`src/rtl/utmi_pkg.sv`:
```
// rtl/utmi_pkg.sv - shared UTMI receive types and constants
package utmi_pkg;

  typedef enum logic [1:0] {
    RX_WAIT,
    RX_SYNC,
    RX_DATA,
    RX_ERR
  } rx_state_t;

  localparam logic [7:0] SYNC_BYTE        = 8'h80;
  localparam int         MAX_BYTES_DEF    = 1027;
  localparam int         IDLE_TIMEOUT_DEF = 16;
  localparam int         BCNT_W           = 11;

  // A USB PID carries its own check field: high nibble is the complement of the low nibble.
  function automatic logic pid_ok(input logic [7:0] b);
    return b[7:4] == ~b[3:0];
  endfunction

endpackage

```
`src/rtl/rx_fsm_if.sv`:
```
// rtl/rx_fsm_if.sv - receive chain to link layer byte interface
interface rx_fsm_if #(
  parameter int W = 8
);

  logic [W-1:0] rx_byte;
  logic         rx_byte_valid;
  logic         rx_line_active;
  logic         rx_se0;
  logic         rx_stuff_err;
  logic [W-1:0] rx_data;
  logic         rx_valid;
  logic         rx_active;
  logic         rx_error;

  modport master (
    output rx_byte, rx_byte_valid, rx_line_active, rx_se0, rx_stuff_err,
    input  rx_data, rx_valid, rx_active, rx_error
  );

  modport slave (
    input  rx_byte, rx_byte_valid, rx_line_active, rx_se0, rx_stuff_err,
    output rx_data, rx_valid, rx_active, rx_error
  );

endinterface

```
`src/rtl/rx_pid_check.sv`:
```
// rtl/rx_pid_check.sv - flags a malformed first post-SYNC byte (PID)
module rx_pid_check
  import utmi_pkg::*;
#(
  parameter int W = 8
) (
  input  logic         clk_60mhz,
  input  logic         rst,
  input  logic         i_arm,
  input  logic         i_byte_seen,
  input  logic [W-1:0] i_byte,
  output logic         o_pid_bad
);

  logic r_first;

  // Armed when SYNC is seen; the next data byte consumes the flag.
  always_ff @(posedge clk_60mhz) begin
    if (rst) begin
      r_first <= 1'b0;
    end else if (i_arm) begin
      r_first <= 1'b1;
    end else if (i_byte_seen) begin
      r_first <= 1'b0;
    end
  end

  assign o_pid_bad = r_first && !pid_ok(i_byte[7:0]);

endmodule

```
`src/rtl/rx_fsm.sv`:
```
// rtl/rx_fsm.sv - UTMI receive packet FSM; optional PID check under RX_PID_CHECK_EN
module rx_fsm
  import utmi_pkg::*;
#(
  parameter int W            = 8,
  parameter int MAX_BYTES    = MAX_BYTES_DEF,
  parameter int IDLE_TIMEOUT = IDLE_TIMEOUT_DEF
) (
  input  logic    clk_60mhz,
  input  logic    rst,
  rx_fsm_if.slave rx_if
);

  localparam int TW = $clog2(IDLE_TIMEOUT + 1);

  rx_state_t         r_state;
  logic [BCNT_W-1:0] r_bcnt;
  logic [TW-1:0]     r_tcnt;
  logic [W-1:0]      r_data;
  logic              r_valid;
  logic              r_active;
  logic              r_error;

  logic w_sync_ok;
  logic w_overrun;
  logic w_idle_expire;
  logic w_pid_bad;
  logic w_err;

  assign w_sync_ok     = rx_if.rx_byte == W'(SYNC_BYTE);
  assign w_overrun     = r_bcnt == BCNT_W'(MAX_BYTES);
  // This idle cycle would be the IDLE_TIMEOUT-th in a row; an EOP in the same cycle ends the packet instead.
  assign w_idle_expire = !rx_if.rx_byte_valid && !rx_if.rx_se0 &&
                         (r_tcnt == TW'(IDLE_TIMEOUT - 1));

`ifdef RX_PID_CHECK_EN
  logic w_arm;
  logic w_byte_seen;

  assign w_arm       = (r_state == RX_SYNC) && rx_if.rx_byte_valid;
  assign w_byte_seen = (r_state == RX_DATA) && rx_if.rx_byte_valid;

  rx_pid_check #(.W(W)) u_pid_check (
    .clk_60mhz   (clk_60mhz),
    .rst         (rst),
    .i_arm       (w_arm),
    .i_byte_seen (w_byte_seen),
    .i_byte      (rx_if.rx_byte),
    .o_pid_bad   (w_pid_bad)
  );
`else
  assign w_pid_bad = 1'b0;
`endif

  // Error conditions per state; a stuff error beats any byte or EOP in the same cycle.
  always_comb begin
    w_err = 1'b0;
    case (r_state)
      RX_SYNC: w_err = rx_if.rx_stuff_err || (rx_if.rx_byte_valid && !w_sync_ok) || w_idle_expire;
      RX_DATA: w_err = rx_if.rx_stuff_err || (rx_if.rx_byte_valid && (w_overrun || w_pid_bad)) ||
                       w_idle_expire;
      default: w_err = 1'b0;
    endcase
  end

  // Packet state machine with registered UTMI outputs.
  always_ff @(posedge clk_60mhz) begin
    if (rst) begin
      r_state  <= RX_WAIT;
      r_bcnt   <= '0;
      r_tcnt   <= '0;
      r_data   <= '0;
      r_valid  <= 1'b0;
      r_active <= 1'b0;
      r_error  <= 1'b0;
    end else begin
      r_valid <= 1'b0;
      r_error <= 1'b0;
      if (w_err) begin
        // An error coinciding with EOP has nothing left to discard, so go straight back to waiting.
        r_error  <= 1'b1;
        r_active <= 1'b0;
        r_tcnt   <= '0;
        r_state  <= rx_if.rx_se0 ? RX_WAIT : RX_ERR;
      end else begin
        case (r_state)
          RX_WAIT: begin
            r_active <= 1'b0;
            if (rx_if.rx_line_active) begin
              r_state <= RX_SYNC;
              r_bcnt  <= '0;
              r_tcnt  <= '0;
            end
          end
          RX_SYNC: begin
            if (rx_if.rx_byte_valid) begin
              r_tcnt   <= '0;
              r_active <= 1'b1;
              r_state  <= rx_if.rx_se0 ? RX_WAIT : RX_DATA;
            end else if (rx_if.rx_se0) begin
              r_state <= RX_WAIT;
            end else begin
              r_tcnt <= r_tcnt + TW'(1);
            end
          end
          RX_DATA: begin
            if (rx_if.rx_byte_valid) begin
              // With a simultaneous EOP, rx_active is left high; RX_WAIT drops it one cycle after rx_valid.
              r_data  <= rx_if.rx_byte;
              r_valid <= 1'b1;
              r_tcnt  <= '0;
              if (r_bcnt != '1) begin
                r_bcnt <= r_bcnt + BCNT_W'(1);
              end
              if (rx_if.rx_se0) begin
                r_state <= RX_WAIT;
              end
            end else if (rx_if.rx_se0) begin
              r_active <= 1'b0;
              r_state  <= RX_WAIT;
            end else begin
              r_tcnt <= r_tcnt + TW'(1);
            end
          end
          RX_ERR: begin
            r_active <= 1'b0;
            if (rx_if.rx_se0) begin
              r_state <= RX_WAIT;
            end
          end
          default: r_state <= RX_WAIT;
        endcase
      end
    end
  end

  assign rx_if.rx_data   = r_data;
  assign rx_if.rx_valid  = r_valid;
  assign rx_if.rx_active = r_active;
  assign rx_if.rx_error  = r_error;

endmodule

```
`src/flat_wrapper.sv`:
```
// flat-port wrapper written by rule: the top's interface ports become plain ports
module rx_fsm_flat import utmi_pkg::*;
#(
  parameter int W            = 8,
  parameter int MAX_BYTES    = MAX_BYTES_DEF,
  parameter int IDLE_TIMEOUT = IDLE_TIMEOUT_DEF
)
  (clk_60mhz, rst, rx_if_rx_byte, rx_if_rx_byte_valid, rx_if_rx_line_active, rx_if_rx_se0, rx_if_rx_stuff_err, rx_if_rx_data, rx_if_rx_valid, rx_if_rx_active, rx_if_rx_error);
  rx_fsm_if #(.W(W)) rx_if_i ();
  input  logic clk_60mhz;
  input  logic rst;
  input wire logic [$bits(rx_if_i.rx_byte)-1:0] rx_if_rx_byte;
  input wire logic [$bits(rx_if_i.rx_byte_valid)-1:0] rx_if_rx_byte_valid;
  input wire logic [$bits(rx_if_i.rx_line_active)-1:0] rx_if_rx_line_active;
  input wire logic [$bits(rx_if_i.rx_se0)-1:0] rx_if_rx_se0;
  input wire logic [$bits(rx_if_i.rx_stuff_err)-1:0] rx_if_rx_stuff_err;
  output wire logic [$bits(rx_if_i.rx_data)-1:0] rx_if_rx_data;
  output wire logic [$bits(rx_if_i.rx_valid)-1:0] rx_if_rx_valid;
  output wire logic [$bits(rx_if_i.rx_active)-1:0] rx_if_rx_active;
  output wire logic [$bits(rx_if_i.rx_error)-1:0] rx_if_rx_error;
  assign rx_if_i.rx_byte = rx_if_rx_byte;
  assign rx_if_i.rx_byte_valid = rx_if_rx_byte_valid;
  assign rx_if_i.rx_line_active = rx_if_rx_line_active;
  assign rx_if_i.rx_se0 = rx_if_rx_se0;
  assign rx_if_i.rx_stuff_err = rx_if_rx_stuff_err;
  assign rx_if_rx_data = rx_if_i.rx_data;
  assign rx_if_rx_valid = rx_if_i.rx_valid;
  assign rx_if_rx_active = rx_if_i.rx_active;
  assign rx_if_rx_error = rx_if_i.rx_error;
  rx_fsm #(.W(W), .MAX_BYTES(MAX_BYTES), .IDLE_TIMEOUT(IDLE_TIMEOUT)) u_core (.clk_60mhz(clk_60mhz), .rst(rst), .rx_if(rx_if_i));
endmodule
```
`config.mk`:
```
export PLATFORM = sky130hd
export DESIGN_NAME = rx_fsm_flat
export DESIGN_NICKNAME = d
export VERILOG_FILES = /design/src/rtl/utmi_pkg.sv /design/src/rtl/rx_fsm_if.sv /design/src/rtl/rx_pid_check.sv /design/src/rtl/rx_fsm.sv /design/src/flat_wrapper.sv
export SDC_FILE = /design/constraint.sdc
export NUM_CORES = 1
export LEC_CHECK = 0
export BUFFER_PORTS_ARGS = -buffer_cell sky130_fd_sc_hd__buf_2
export CORE_UTILIZATION = 56
export CTS_CLUSTER_DIAMETER = 30
export DETAILED_ROUTE_END_ITERATION = 7
export PLACE_DENSITY = 0.79
export RECOVER_POWER = 25
export SYNTH_ARGS = -nofsm -noshare
export SYNTH_HDL_FRONTEND = slang
export SYNTH_SLANG_ARGS = --single-unit
```
`constraint.sdc`:
```
create_clock -name clk_60mhz -period 2.4 [get_ports clk_60mhz]
set_input_delay 0.24 -clock clk_60mhz [delete_from_list [all_inputs] [get_ports clk_60mhz]]
set_output_delay 0.24 -clock clk_60mhz [all_outputs]
set_load 0.05 [all_outputs]
```
==> run summary <==
Iteration-0 DRC Markers = 99
Reg-to-reg endpoint = u_core.r_bcnt[1]$_SDFFE_PP0P_
Max-slew headroom = 0.518
Final hold viol count = 0
Core area = 2780 µm²
Startpoint types = flop
Syn Area/Cell = 8.46 µm²
Die Area = 3180 µm²
Detail Placement HPWL = 3.05 mm
Top Ports = 25
Min Tclk post-route = 2270 ps
Final #Nets = 247
Post-CTS setup buffers = 0
Drt total wl = 4.07 mm
Post-layout util = 0.675
Final setup violation count = 0
Hold Crit Class = in -> reg
Top FF cell, synth = dfxtp_1
Mapped Cells = 196
Pre-Repair DR Iteration Count = 5
Antenna Cells = 0
Vias = 1641
Htree depth = 2
Max-cap viol count = 0
Vias per inst = 6.39
Port Buffers = 24
Path depth of the worst reg2reg path = 8
Hold buffers post-CTS = 0
Fraction of registers with async set/reset = 0
Area post-placement = 1830 µm²
Power per Cell Area = 967 nW/µm²
Clock root buffer = clkbuf_4
DRC Markers = 0
Total power = 1.82 mW
Fin Clk Skew = 12.4 ps
Yosys cell types = 50
Crit path kind = reg -> reg
Worst slew pin tran = 721 ps
Fmax = 0.441 GHz
Worst-path fanout max = 4
Pin count of the biggest net entering global routing = 28
Seq/Total Area, Yosys = 0.350
Critical path endpoint category = flop
Synth warnings = 0
Chip height = 56.4 µm
WHS Path Cells = 3
ANT nets after route = 0
Clock sink total = 29
Reg-to-Reg Start = u_core.r_tcnt[0]$_SDFFE_PP0P_
Cell Area, Synth = 1660 µm²
R2r setup slk = 130 ps
Setup tns final = 0 ps
Final Instance Area = 1880 µm²
Reg clk slew, reported paths = 80 ps
Num rows = 19
First-pass GRT wire length = 6.77 mm
LEAKAGE = 0.680 nW
Area delta synth->final = 13.1%
Most frequent cells in the layout = dfxtp_1 (28), nor2_1 (19), buf_2 (15), nand2_1 (13), clkbuf_1 (12)
Critical Path AT = 2520 ps
GRT Util Overall = 0.273
HP Start = rx_if_rx_byte[6]
Syn Nets = 218
CTS tree = built
Share of cells above drive strength 1 = 0.150
CP required = 2660 ps
Number of synthesized register bits = 29
EDFF count, synth = 0
Later-pin clock latency in the skew report = 330 ps
Total CTS buffers = 5
Clk buf depth = 2
Fin. max-slew vios = 0
Maximum vdd drop = 714 µV
Starting density of the core = 0.596
Commonest non-fill, non-tap cell in the layout = dfxtp_1
RSZ-0062 raised after global routing = false
Hold endpoint = u_core.rx_if.rx_data[6]$_SDFFE_PP0P_
Post-DR wirelength/cell = 15.8 µm
Placer congestion estimate = 0.907
Vias in the first global route = 1505
Total gr overflow = 0
Initial antenna violation count = 0
Tcrit/Tclk final = 0.945
Chip width = 56.4 µm
Outcome = finished clean
## layout make-up
type,instances,area (µm²)
Inverter,8,30.0
Tap cell,31,38.8
Sequential cell,29,582
Multi-Input combinational cell,150,1020
Timing Repair Buffer,31,161
Clock buffer,8,48.8
Fill cell,247,905
## flip-flops by register name (all words and copies together) (netlist names)
name / count
u_core.r_bcnt: 11
u_core.r_tcnt: 5
u_core.rx_if.rx_data: 8
u_core.rx_if.rx_error: 1
u_core.r_state: 2
u_core.rx_if.rx_active: 1
u_core.rx_if.rx_valid: 1
## worst max path at each step
stage                                             start                                    to  slack [ps]  cells past startpoint
after floorplan           u_core.r_tcnt[0]$_SDFFE_PP0P_         u_core.r_bcnt[4]$_SDFFE_PP0P_         290                      8
after global placement    u_core.r_bcnt[0]$_SDFFE_PP0P_  u_core.rx_if.rx_data[0]$_SDFFE_PP0P_         100                      6
after detailed placement  u_core.r_bcnt[0]$_SDFFE_PP0P_  u_core.rx_if.rx_data[0]$_SDFFE_PP0P_          60                      6
after CTS                 u_core.r_bcnt[0]$_SDFFE_PP0P_  u_core.rx_if.rx_data[0]$_SDFFE_PP0P_          40                      6
after global routing      u_core.r_tcnt[0]$_SDFFE_PP0P_         u_core.r_bcnt[7]$_SDFFE_PP0P_           8                      8
final                     u_core.r_tcnt[0]$_SDFFE_PP0P_         u_core.r_bcnt[1]$_SDFFE_PP0P_         130                      8
## worst max-delay path, stage by stage (launching register included)
cell and delay [ps]:
dfxtp_1 340, ha_1 230, and3_1 190, ha_1 160
nor4bb_1 150, nor3_1 430, o21ai_0 210, nor2b_1 290
mux2i_1 210
## repair_timing
item | CTS | global route
gates resized for setup | 0 | 3
hold endpoints to repair | 0 | 0
endpoints found under the setup margin | 0 | 10
## per-layer routing
| metal | up-vias | track usage | part of all wire | routed length (µm) |
|---|---|---|---|---|
| li1 | 790 | - | - | - |
| met4 | 0 | 0.115 | 0.021 | 85 |
| met5 | - | 0 | 0 | 0 |
| met2 | 60 | 0.447 | 0.48 | 1960 |
| met3 | 13 | 0.0737 | 0.060 | 244 |
| met1 | 778 | 0.335 | 0.44 | 1790 |
## cell usage after synthesis (all sizes together), types with 4 or more instances
cell	n	share of area
ha	8	0.060
mux2i	10	0.060
dfxtp	29	0.35
nor2b	7	0.026
o21ai	9	0.029
clkbuf	8	0.018
a21oi	7	0.021
nand2	13	0.029
nor4	4	0.015
nor3	11	0.033
inv	8	0.018
nor2	19	0.043
nand2b	7	0.026
## where the power goes
part / switching [mW] / internal [mW]
registers: 0.0429 / 0.537
clock network: 0.157 / 0.116
logic: 0.614 / 0.348
## stage by stage
step	hold WS [ps]	instances	setup WS [ps]
global placement	466	249	101
finish	171	257	133
detailed placement	479	249	63.3
CTS	159	257	38.7
floorplan	387	196	292
global route	159	257	7.97
## kinds of logic (layout without fill, tap and decap cells)
family | after synthesis | in the layout | synth area share
muxes | 10 | 10 | 0.0603
AOI/OAI and AO/OA | 48 | 48 | 0.212
adders and majority gates | 8 | 8 | 0.0603
buffers and inverters | 17 | 47 | 0.0430
xor gates and xnor gates | 2 | 2 | 0.0106
and+or+nand+nor | 82 | 82 | 0.264
DFF | 29 | 29 | 0.350
Power figures use the tool's default switching activity.
